<file path="src/rtl/inst_fetch_queue_if.sv">
// -----------------------------------------------------------------------------
// inst_fetch_queue_if
// APB-style instruction memory bus between the fetch unit and instruction
// memory.
//   paddr   : word-aligned fetch address (master -> slave)
//   psel    : select (master -> slave)
//   penable : enable / access phase (master -> slave)
//   prdata  : fetched word, slot 0 in the MSBs (slave -> master)
//   pvalid  : transfer complete, prdata valid (slave -> master)
// -----------------------------------------------------------------------------
interface inst_fetch_queue_if #(
    parameter int ADDR_W = 32,
    parameter int DATA_W = 32
);
    logic [ADDR_W-1:0] paddr;
    logic              psel;
    logic              penable;
    logic [DATA_W-1:0] prdata;
    logic              pvalid;

    modport master (
        output paddr, psel, penable,
        input  prdata, pvalid
    );

    modport slave (
        input  paddr, psel, penable,
        output prdata, pvalid
    );
endinterface

</file>
<file path="src/rtl/inst_fetch_queue.sv">
// -----------------------------------------------------------------------------
// inst_fetch_queue
// Instruction fetch unit and prefetch queue. Keeps one memory request
// outstanding, unpacks each fetched word into IPW instructions and buffers
// {instruction, PC} pairs in a circular queue feeding decode.
//
// Ports:
//   clk, rst      : clock, synchronous active-high reset
//   stall_flg     : decode stall, blocks pops only
//   redirect      : flush queue and restart fetch at redirect_pc
//   redirect_pc   : new instruction-aligned byte PC
//   bus (master)  : APB-style memory bus (paddr/psel/penable/prdata/pvalid)
//   inst, inst_pc : head instruction and its byte PC (0 when empty)
//   inst_valid    : head valid
//   q_count       : occupied queue entries
//
// Optional feature macro: FETCH_BYPASS_EN. When defined, a word arriving on
// an empty queue drives its first usable slot straight to decode in the same
// cycle; if decode takes it, it is not stored.
//
// Fetch FSM states:
//   state  | meaning
//   IDLE   | no request on the bus, waiting for room in the queue
//   SETUP  | psel=1, penable=0, one cycle
//   ACCESS | psel=1, penable=1, waiting for pvalid
// -----------------------------------------------------------------------------
module inst_fetch_queue #(
    parameter int              ADDR_W   = 32,
    parameter int              INST_W   = 16,
    parameter int              IPW      = 2,
    parameter int              DEPTH    = 8,
    parameter logic [ADDR_W-1:0] RESET_PC = '0
) (
    input  logic                       clk,
    input  logic                       rst,
    input  logic                       stall_flg,
    input  logic                       redirect,
    input  logic [ADDR_W-1:0]          redirect_pc,
    inst_fetch_queue_if.master         bus,
    output logic [INST_W-1:0]          inst,
    output logic [ADDR_W-1:0]          inst_pc,
    output logic                       inst_valid,
    output logic [$clog2(DEPTH+1)-1:0] q_count
);
    localparam int INST_BYTES = INST_W / 8;
    localparam int WORD_BYTES = IPW * INST_BYTES;
    localparam int BYTE_SH    = $clog2(INST_BYTES);
    localparam int SLOT_W     = (IPW > 1) ? $clog2(IPW) : 1;
    localparam int PTR_W      = (DEPTH > 1) ? $clog2(DEPTH) : 1;
    localparam int CNT_W      = $clog2(DEPTH + 1);
    localparam logic [ADDR_W-1:0] ALIGN_MASK = ~(ADDR_W'(WORD_BYTES - 1));

    typedef enum logic [1:0] {IDLE, SETUP, ACCESS} state_t;

    state_t              state;
    logic [ADDR_W-1:0]   paddr_r;
    logic                psel_r;
    logic                penable_r;
    logic [ADDR_W-1:0]   fetch_pc;
    logic                squash;

    logic [INST_W-1:0]   inst_mem [DEPTH];
    logic [ADDR_W-1:0]   pc_mem   [DEPTH];
    logic [PTR_W-1:0]    wr_ptr;
    logic [PTR_W-1:0]    rd_ptr;
    logic [CNT_W-1:0]    count;
    logic [CNT_W:0]      free;

    logic                write_fire;
    logic                pop_q;
    logic                byp_act;
    logic                skip;
    logic [SLOT_W-1:0]   start_slot;
    logic [INST_W-1:0]   slot_inst [IPW];
    logic [ADDR_W-1:0]   slot_pc   [IPW];
    logic                slot_we   [IPW];
    logic [PTR_W-1:0]    slot_idx  [IPW];
    logic [CNT_W-1:0]    n_store;

    function automatic logic [ADDR_W-1:0] word_align(input logic [ADDR_W-1:0] a);
        return a & ALIGN_MASK;
    endfunction

    assign bus.paddr   = paddr_r;
    assign bus.psel    = psel_r;
    assign bus.penable = penable_r;
    assign q_count     = count;

    assign free = (CNT_W+1)'(DEPTH) - {1'b0, count};

    // Offset of the first wanted slot within the fetched word.
    if (IPW > 1) begin : g_slot
        assign start_slot = fetch_pc[BYTE_SH +: SLOT_W];
    end else begin : g_noslot
        assign start_slot = '0;
    end

    // A squashed or redirected transfer never reaches the queue.
    assign write_fire = (state == ACCESS) && bus.pvalid && !squash && !redirect && !rst;
    assign pop_q      = (count != '0) && !stall_flg;

`ifdef FETCH_BYPASS_EN
    assign byp_act = write_fire && (count == '0);
    assign skip    = byp_act && !stall_flg;
`else
    assign byp_act = 1'b0;
    assign skip    = 1'b0;
`endif

    always_comb begin
        n_store = '0;
        for (int k = 0; k < IPW; k++) begin
            slot_inst[k] = bus.prdata[(IPW-1-k)*INST_W +: INST_W];
            slot_pc[k]   = paddr_r + ADDR_W'(k * INST_BYTES);
            slot_idx[k]  = wr_ptr + PTR_W'(k) - PTR_W'(start_slot) - PTR_W'(skip);
            slot_we[k]   = 1'b0;
            if (write_fire &&
                ((SLOT_W+1)'(k) >= ({1'b0, start_slot} + (SLOT_W+1)'(skip)))) begin
                slot_we[k] = 1'b1;
                n_store    = n_store + CNT_W'(1);
            end
        end
    end

    always_comb begin
        inst       = '0;
        inst_pc    = '0;
        inst_valid = 1'b0;
        if (count != '0) begin
            inst       = inst_mem[rd_ptr];
            inst_pc    = pc_mem[rd_ptr];
            inst_valid = 1'b1;
        end else if (byp_act) begin
            inst       = slot_inst[start_slot];
            inst_pc    = slot_pc[start_slot];
            inst_valid = 1'b1;
        end
    end

    always_ff @(posedge clk) begin
        for (int k = 0; k < IPW; k++) begin
            if (slot_we[k]) begin
                inst_mem[slot_idx[k]] <= slot_inst[k];
                pc_mem[slot_idx[k]]   <= slot_pc[k];
            end
        end
    end

    always_ff @(posedge clk) begin
        if (rst || redirect) begin
            wr_ptr <= '0;
            rd_ptr <= '0;
            count  <= '0;
        end else begin
            wr_ptr <= wr_ptr + PTR_W'(n_store);
            rd_ptr <= rd_ptr + PTR_W'(pop_q);
            count  <= count + n_store - CNT_W'(pop_q);
        end
    end

    always_ff @(posedge clk) begin
        if (rst) begin
            state     <= IDLE;
            psel_r    <= 1'b0;
            penable_r <= 1'b0;
            paddr_r   <= RESET_PC;
            fetch_pc  <= RESET_PC;
            squash    <= 1'b0;
        end else begin
            if (redirect) begin
                fetch_pc <= redirect_pc;
            end
            case (state)
                IDLE: begin
                    // Flushed queue always has room, so a redirect issues at once.
                    if (redirect) begin
                        state   <= SETUP;
                        psel_r  <= 1'b1;
                        paddr_r <= word_align(redirect_pc);
                    end else if (free >= (CNT_W+1)'(IPW)) begin
                        state   <= SETUP;
                        psel_r  <= 1'b1;
                        paddr_r <= word_align(fetch_pc);
                    end
                end
                SETUP: begin
                    state     <= ACCESS;
                    penable_r <= 1'b1;
                    if (redirect) begin
                        squash <= 1'b1;
                    end
                end
                ACCESS: begin
                    if (bus.pvalid) begin
                        squash <= 1'b0;
                        if (redirect || squash) begin
                            state     <= IDLE;
                            psel_r    <= 1'b0;
                            penable_r <= 1'b0;
                        end else begin
                            fetch_pc <= paddr_r + ADDR_W'(WORD_BYTES);
                            // Back-to-back issue only if the next word surely fits.
                            if (free >= (CNT_W+1)'(2 * IPW)) begin
                                state     <= SETUP;
                                penable_r <= 1'b0;
                                paddr_r   <= paddr_r + ADDR_W'(WORD_BYTES);
                            end else begin
                                state     <= IDLE;
                                psel_r    <= 1'b0;
                                penable_r <= 1'b0;
                            end
                        end
                    end else if (redirect) begin
                        squash <= 1'b1;
                    end
                end
                default: begin
                    state     <= IDLE;
                    psel_r    <= 1'b0;
                    penable_r <= 1'b0;
                end
            endcase
        end
    end
endmodule

</file>
<file path="src/flat_wrapper.sv">
// flat-port wrapper written by rule: the top's interface ports become plain ports
module inst_fetch_queue_flat 
#(
    parameter int              ADDR_W   = 32,
    parameter int              INST_W   = 16,
    parameter int              IPW      = 2,
    parameter int              DEPTH    = 8,
    parameter logic [ADDR_W-1:0] RESET_PC = '0
)
  (clk, rst, stall_flg, redirect, redirect_pc, inst, inst_pc, inst_valid, q_count, bus_paddr, bus_psel, bus_penable, bus_prdata, bus_pvalid);
  inst_fetch_queue_if #(.ADDR_W(ADDR_W), .DATA_W(32)) bus_i ();
  input  logic clk;
  input  logic rst;
  input  logic stall_flg;
  input  logic redirect;
  input  logic [ADDR_W-1:0] redirect_pc;
  output logic [INST_W-1:0] inst;
  output logic [ADDR_W-1:0] inst_pc;
  output logic inst_valid;
  output logic [$clog2(DEPTH+1)-1:0] q_count;
  output wire logic [$bits(bus_i.paddr)-1:0] bus_paddr;
  output wire logic [$bits(bus_i.psel)-1:0] bus_psel;
  output wire logic [$bits(bus_i.penable)-1:0] bus_penable;
  input wire logic [$bits(bus_i.prdata)-1:0] bus_prdata;
  input wire logic [$bits(bus_i.pvalid)-1:0] bus_pvalid;
  assign bus_paddr = bus_i.paddr;
  assign bus_psel = bus_i.psel;
  assign bus_penable = bus_i.penable;
  assign bus_i.prdata = bus_prdata;
  assign bus_i.pvalid = bus_pvalid;
  inst_fetch_queue #(.ADDR_W(ADDR_W), .INST_W(INST_W), .IPW(IPW), .DEPTH(DEPTH), .RESET_PC(RESET_PC)) u_core (.clk(clk), .rst(rst), .stall_flg(stall_flg), .redirect(redirect), .redirect_pc(redirect_pc), .bus(bus_i), .inst(inst), .inst_pc(inst_pc), .inst_valid(inst_valid), .q_count(q_count));
endmodule
</file>
<file path="config.mk">
export PLATFORM = sky130hd
export DESIGN_NAME = inst_fetch_queue_flat
export DESIGN_NICKNAME = d
export VERILOG_FILES = /design/src/rtl/inst_fetch_queue_if.sv /design/src/rtl/inst_fetch_queue.sv /design/src/flat_wrapper.sv
export SDC_FILE = /design/constraint.sdc
export NUM_CORES = 1
export LEC_CHECK = 0
export ABC_AREA = 0
export CORE_ASPECT_RATIO = 1.25
export CORE_MARGIN = 2
export CORE_UTILIZATION = 45
export CTS_CLUSTER_DIAMETER = 30
export DETAILED_ROUTE_END_ITERATION = 7
export PLACE_DENSITY = 0.71
export SETUP_SLACK_MARGIN = 0.5
export SYNTH_ARGS = -nofsm -noshare
export SYNTH_HDL_FRONTEND = slang
export SYNTH_SLANG_ARGS = --single-unit
</file>
<file path="constraint.sdc">
create_clock -name clk -period 14.8 [get_ports clk]
set_input_delay 2.22 -clock clk [delete_from_list [all_inputs] [get_ports clk]]
set_output_delay 2.22 -clock clk [all_outputs]
set_load 0.1 [all_outputs]
</file>
-- Word level (Yosys, flattened, before mapping)
Memory sizes are Yosys's and may differ from the RTL's. A register that Yosys moved wholly into a read port is not among the register bits.
Cells that the tools add are included.
- bits in latches: 0
- logic and storage cells: 96
- bits in read-only memories: 0
- flip-flop bits (word level): 79
- RAM bits: 384
- memories: 2
- memories (memory ; depth ; bits a word ; read ports ; clocked after memory_dff ; wr ports ; line ; RTL):
    u_core.pc_mem ; 8 ; 32 ; 1 ; 1 ; 2 ; inst_fetch_queue.sv:63 ; logic [ADDR_W-1:0] pc_mem [DEPTH];
    u_core.inst_mem ; 8 ; 16 ; 1 ; 1 ; 2 ; inst_fetch_queue.sv:62 ; logic [INST_W-1:0] inst_mem [DEPTH];
- shift operators: 0
- add/subtract/negate cells: 11
- divide/modulo/power cells: 0
- bitwise gates (word level): 2
- eq/ne operators: 7
- multiplexer cells: 40
- reductions and logical operators: 21
- $mul: 0
- magnitude comparators: 4
- operator list (operator ; count):
    two-way mux 32 bit ; 10
    case mux 32 bit (2 select lines) ; 1
    adder 32 x 2 -> 32 bit, second input constant ; 1
    adder 32 x 3 -> 32 bit, second input constant ; 1
    two-way mux 1 bit ; 17
    two-way mux 16 bit ; 1
    two-way mux 2 bit ; 4
    logical AND 1 bit ; 7
    two-way mux 3 bit ; 2
    inequality test 2 bit, second input constant ; 3
    case mux 1 bit (3 select lines) ; 2
    case mux 2 bit (3 select lines) ; 1
    subtractor 3 x 1 -> 3 bit ; 2
    >= comparator 5 x 2 -> 1 bit, second input constant ; 1
    >= comparator 5 x 3 -> 1 bit, second input constant ; 1
    AND reduction 5 bit ; 1
    subtractor 4 x 4 -> 5 bit, first input constant ; 1
    adder 4 bit ; 1
    zero test 1 bit ; 4
    two-way mux 4 bit ; 1
    AND reduction 2 bit ; 2
    AND reduction 4 bit ; 1
    nonzero test 2 bit ; 2
    nonzero test 4 bit ; 1
    other kinds (14) ; 17

-- Logic depth before layout (Yosys ltp)
- depth after elaboration: 11
- depth in mapped cells: 14
- gate-level depth less buffers: 12

-- Worst setup path after synthesis
OpenSTA, ideal clock, no wires.
- kind: input -> register
- start: in redirect
- end: mem u_core.inst_mem[2][0] (enable)
- stages on the path: 4
- data arrival time: 7868 ps
- required time: 14219 ps
- path slack: 6351 ps
- buffers on the path: 1
- path through: buf_6 > nor4_4 > nand2_2 > o41ai_1
- RTL lines (item ; line ; RTL):
    start, declared ; flat_wrapper.sv:15 ; input logic redirect;
    end, declared ; inst_fetch_queue.sv:62 ;

==> results.md <==
- Crit path max-delay cell type: clkdlybuf4s50_1
- Grt ovf: 0
- Power Dens Cells: 202.1 nW/um^2
- Setup TNS: 0 ns
- Effective utilization at floorplan: 0.4534
- Fin nets: around 1.6k
- Critical Path RT: 12.58 ns
- Unrepaired setup endpoints after global routing: false
- Post-synth cell types: 69
- Min cycle time layout: 7.075 ns
- Wire per inst: around 24 um
- Status: complete, no violations
- Die W: 198.6 um
- Yosys warns: 0
- Slew HR: 0.06354
- Ys async rst share: 0
- CTS Buf Count: 87
- Initial antenna violation count: 1
- Max_cap viols: 0
- Post-synthesis mux area share: 0.2041
- Chip Height: about 250 um
- Diode count: 0
- Die ar.: 49120 sq um
- Layout cell share with drive strength beyond 1: 0.2808
- Syn Area/Cell: roughly 14 sq um
- Total track usage: 0.2167
- Top-area cell type share of the netlist area: 0.5299
- Final hold violation count: 0
- Initial DRC count: 948
- Antenna Nets Post-Route: 0
- Area grow syn2layout: 21.33%
- Compound-Gate Fraction of Synth Area: 0.04639
- Largest family of logic cells by synthesized area: multiplexers
- #FFs+latches synth: between 400 and 500
- Clk pin slew, worst setup/hold paths: around 0.050 ns
- Core area: 46990 sq um
- Setup CP Type: flip-flop to output pin
- Detailed Place HPWL: 29990 um
- Post-Route WL: 52600 um
- Max Clock Skew: 0.02926 ns
- Post-Synth Adder-Cell Area: 0.01421
- Row count: 89
- Post-synth EDFFs: 376
- TritonCTS clock tree: done
- Count leader, synth: edfxtp_1
- IO Pins: 156
- Post-CTS sizing: 0
- Placer Congestion: around 0.81
- Drt first pass iters: 5
- Critical Path Fanout Max: 38
- Simple-gate share of the synthesized area: 0.05320
- Top cells by area, synth: edfxtp_1 (53%), mux4_2 (9.9%), dfxtp_1 (7.1%)
- CTS root buf: clkbuf_16
- Critical path arrival: 4.85 ns
- Setup bufs post-CTS: 0
- Cell count after placement: 2024
- Post-DR vias/cell: 5.709
- CP endpoint kind: output pin
- Longest Clk Path Bufs: 3
- Clock net sink count: ~450
- Fmax: 141.3 MHz
- Clk_lat worst skew: 0.64 ns
- Port bufs: 151
- XOR/XNOR Fraction of Synth Area: 0.01357
- Leak Pwr: 8.512 nW
- Slew @ Worst Pin: 1.400 ns
- H-Tree Depth: 3
- Mapped Area: 21310 sq um
- Largest net degree at the start of global routing: 65
- Seq/Total Area, Yosys: 0.6013
- Top cells by count, synth: edfxtp_1 (376), clkbuf_1 (284), mux2_2 (128)
- Crit-path cells: buf_4, buf_4, mux4_2, mux2i_1, nor2_1, clkdlybuf4s50_1
- Top_reg_cell synth: edfxtp_1
- Post-synth top area cell: edfxtp_1
- Max VDD drop: 0.0001783 V
- Non-Filler Instances: roughly 2.2k
- Total power: between 5 and 6 mW
- Hold_buf cts: 0
- First-pass GRT wire length: 78490 um
- Cells after Synth: approximately 1.5k
- Via count: 12.48k
- # setup viols final: 0
- Final worst path period share: 0.4780
- CP Launch Type: flip-flop
- DR DRC count: 0
- Slew Limit Fails: 0
- CP most frequent cell: buf_4
- Number of global-route vias before repair: 13.03k
- Max stage delay on crit path: slightly above 1 ns
- WHS: 0.5021 ns
- Worst hold path class: flip-flop to flip-flop
[worst max-delay path: cells and delay by family (launching register included)]
kind	cells	cell delay [ns]
buffers and inverters	3	2.41
muxes	2	0.94
DFF	1	0.72
and+or+nand+nor	1	0.11
[final cells by class]
| class | count | area, sq um |
|---|---|---|
| fillers | 3748 | 21140 |
| flip-flops and latches | 452 | 12820 |
| multi-input cells | 722 | 7192 |
| clock buffers | 95 | 2207 |
| repair buffers | 183 | 1747 |
| clock inverters | 67 | 973.4 |
| well taps | 637 | 797.0 |
| inverters | 30 | 112.6 |
[per-layer routing]
metal / global-route usage / part of all wire
met5: 0 / 0.00025
met3: 0.04228 / 0.068
met4: 0.08824 / 0.026
met2: 0.3694 / 0.51
met1: 0.2706 / 0.39
[through the flow]
step	util	setup WS, ns	instance area [sq um]
2_1_floorplan	-	6.351	21310
3_3_place_gp	0.4825	8.197	22670
3_5_place_dp	0.4825	8.176	22670
4_1_cts	0.5501	7.518	25850
5_1_grt	0.5501	7.318	25850
6_report	0.5501	7.725	25850
[final timing paths]
check	end	cells past startpoint	slack, ns	startpoint
max reg2reg	u_core.pc_mem[1][28]	7	10.94	u_core.state[0]
max	inst_pc[17]	6	7.73	u_core.rd_ptr[0]
min	u_core.state[0]	2	0.50	u_core.state[0]
min reg2reg	u_core.state[0]	2	0.50	u_core.state[0]
[cells by family after synthesis]
| group | Yosys count |
|---|---|
| AO/OA/AOI/OAI | 143 |
| XOR/XNOR | 33 |
| adder cells (fa/ha/maj) | 23 |
| buffers and inverters | 356 |
| flip-flops | 452 |
| multiplexers | 301 |
| other | 1 |
| AND/OR/NAND/NOR | 219 |
[power breakdown]
group / internal (mW) / total, mW / leakage [nW] / switching, mW
Clock: 1.37 / 2.07 / 1.51 / 0.709
Sequential: 1.48 / 1.61 / 4.06 / 0.130
Combinational: 0.380 / 1.54 / 2.94 / 1.16
[layout by cell type, fill, tap and decap left out, types with 9 or more instances in the layout]
cell type,Yosys,layout
dfxtp_1,76,73
o21ai_0,14,12
nand4_1,9,9
o31ai_1,13,10
xnor2_1,19,19
nand3_1,17,17
bufinv_16,0,15
mux2_2,128,128
nor4_1,10,10
clkinv_1,1,10
xor2_1,14,14
nor2_1,85,85
nand2_1,39,39
mux2i_1,79,79
edfxtp_1,376,376
clkinv_2,0,10
o22ai_1,32,32
clkdlybuf4s50_1,0,150
ha_1,21,21
clkbuf_16,0,87
inv_1,29,29
mux4_2,94,94
a21oi_1,30,30
buf_4,9,32
[flip-flops by register name, summed over array words and instances (netlist names)]
| signal | count |
|---|---|
| u_core.bus.psel | 1 |
| u_core.inst_mem | 128 |
| u_core.squash | 1 |
| u_core.q_count | 4 |
| u_core.rd_ptr | 3 |
| u_core.pc_mem | 248 |
| u_core.fetch_pc | 31 |
| u_core.bus.paddr | 30 |
| u_core.state | 2 |
| u_core.wr_ptr | 3 |
| u_core.bus.penable | 1 |
No activity file was read; power rests on OpenSTA's default activity.
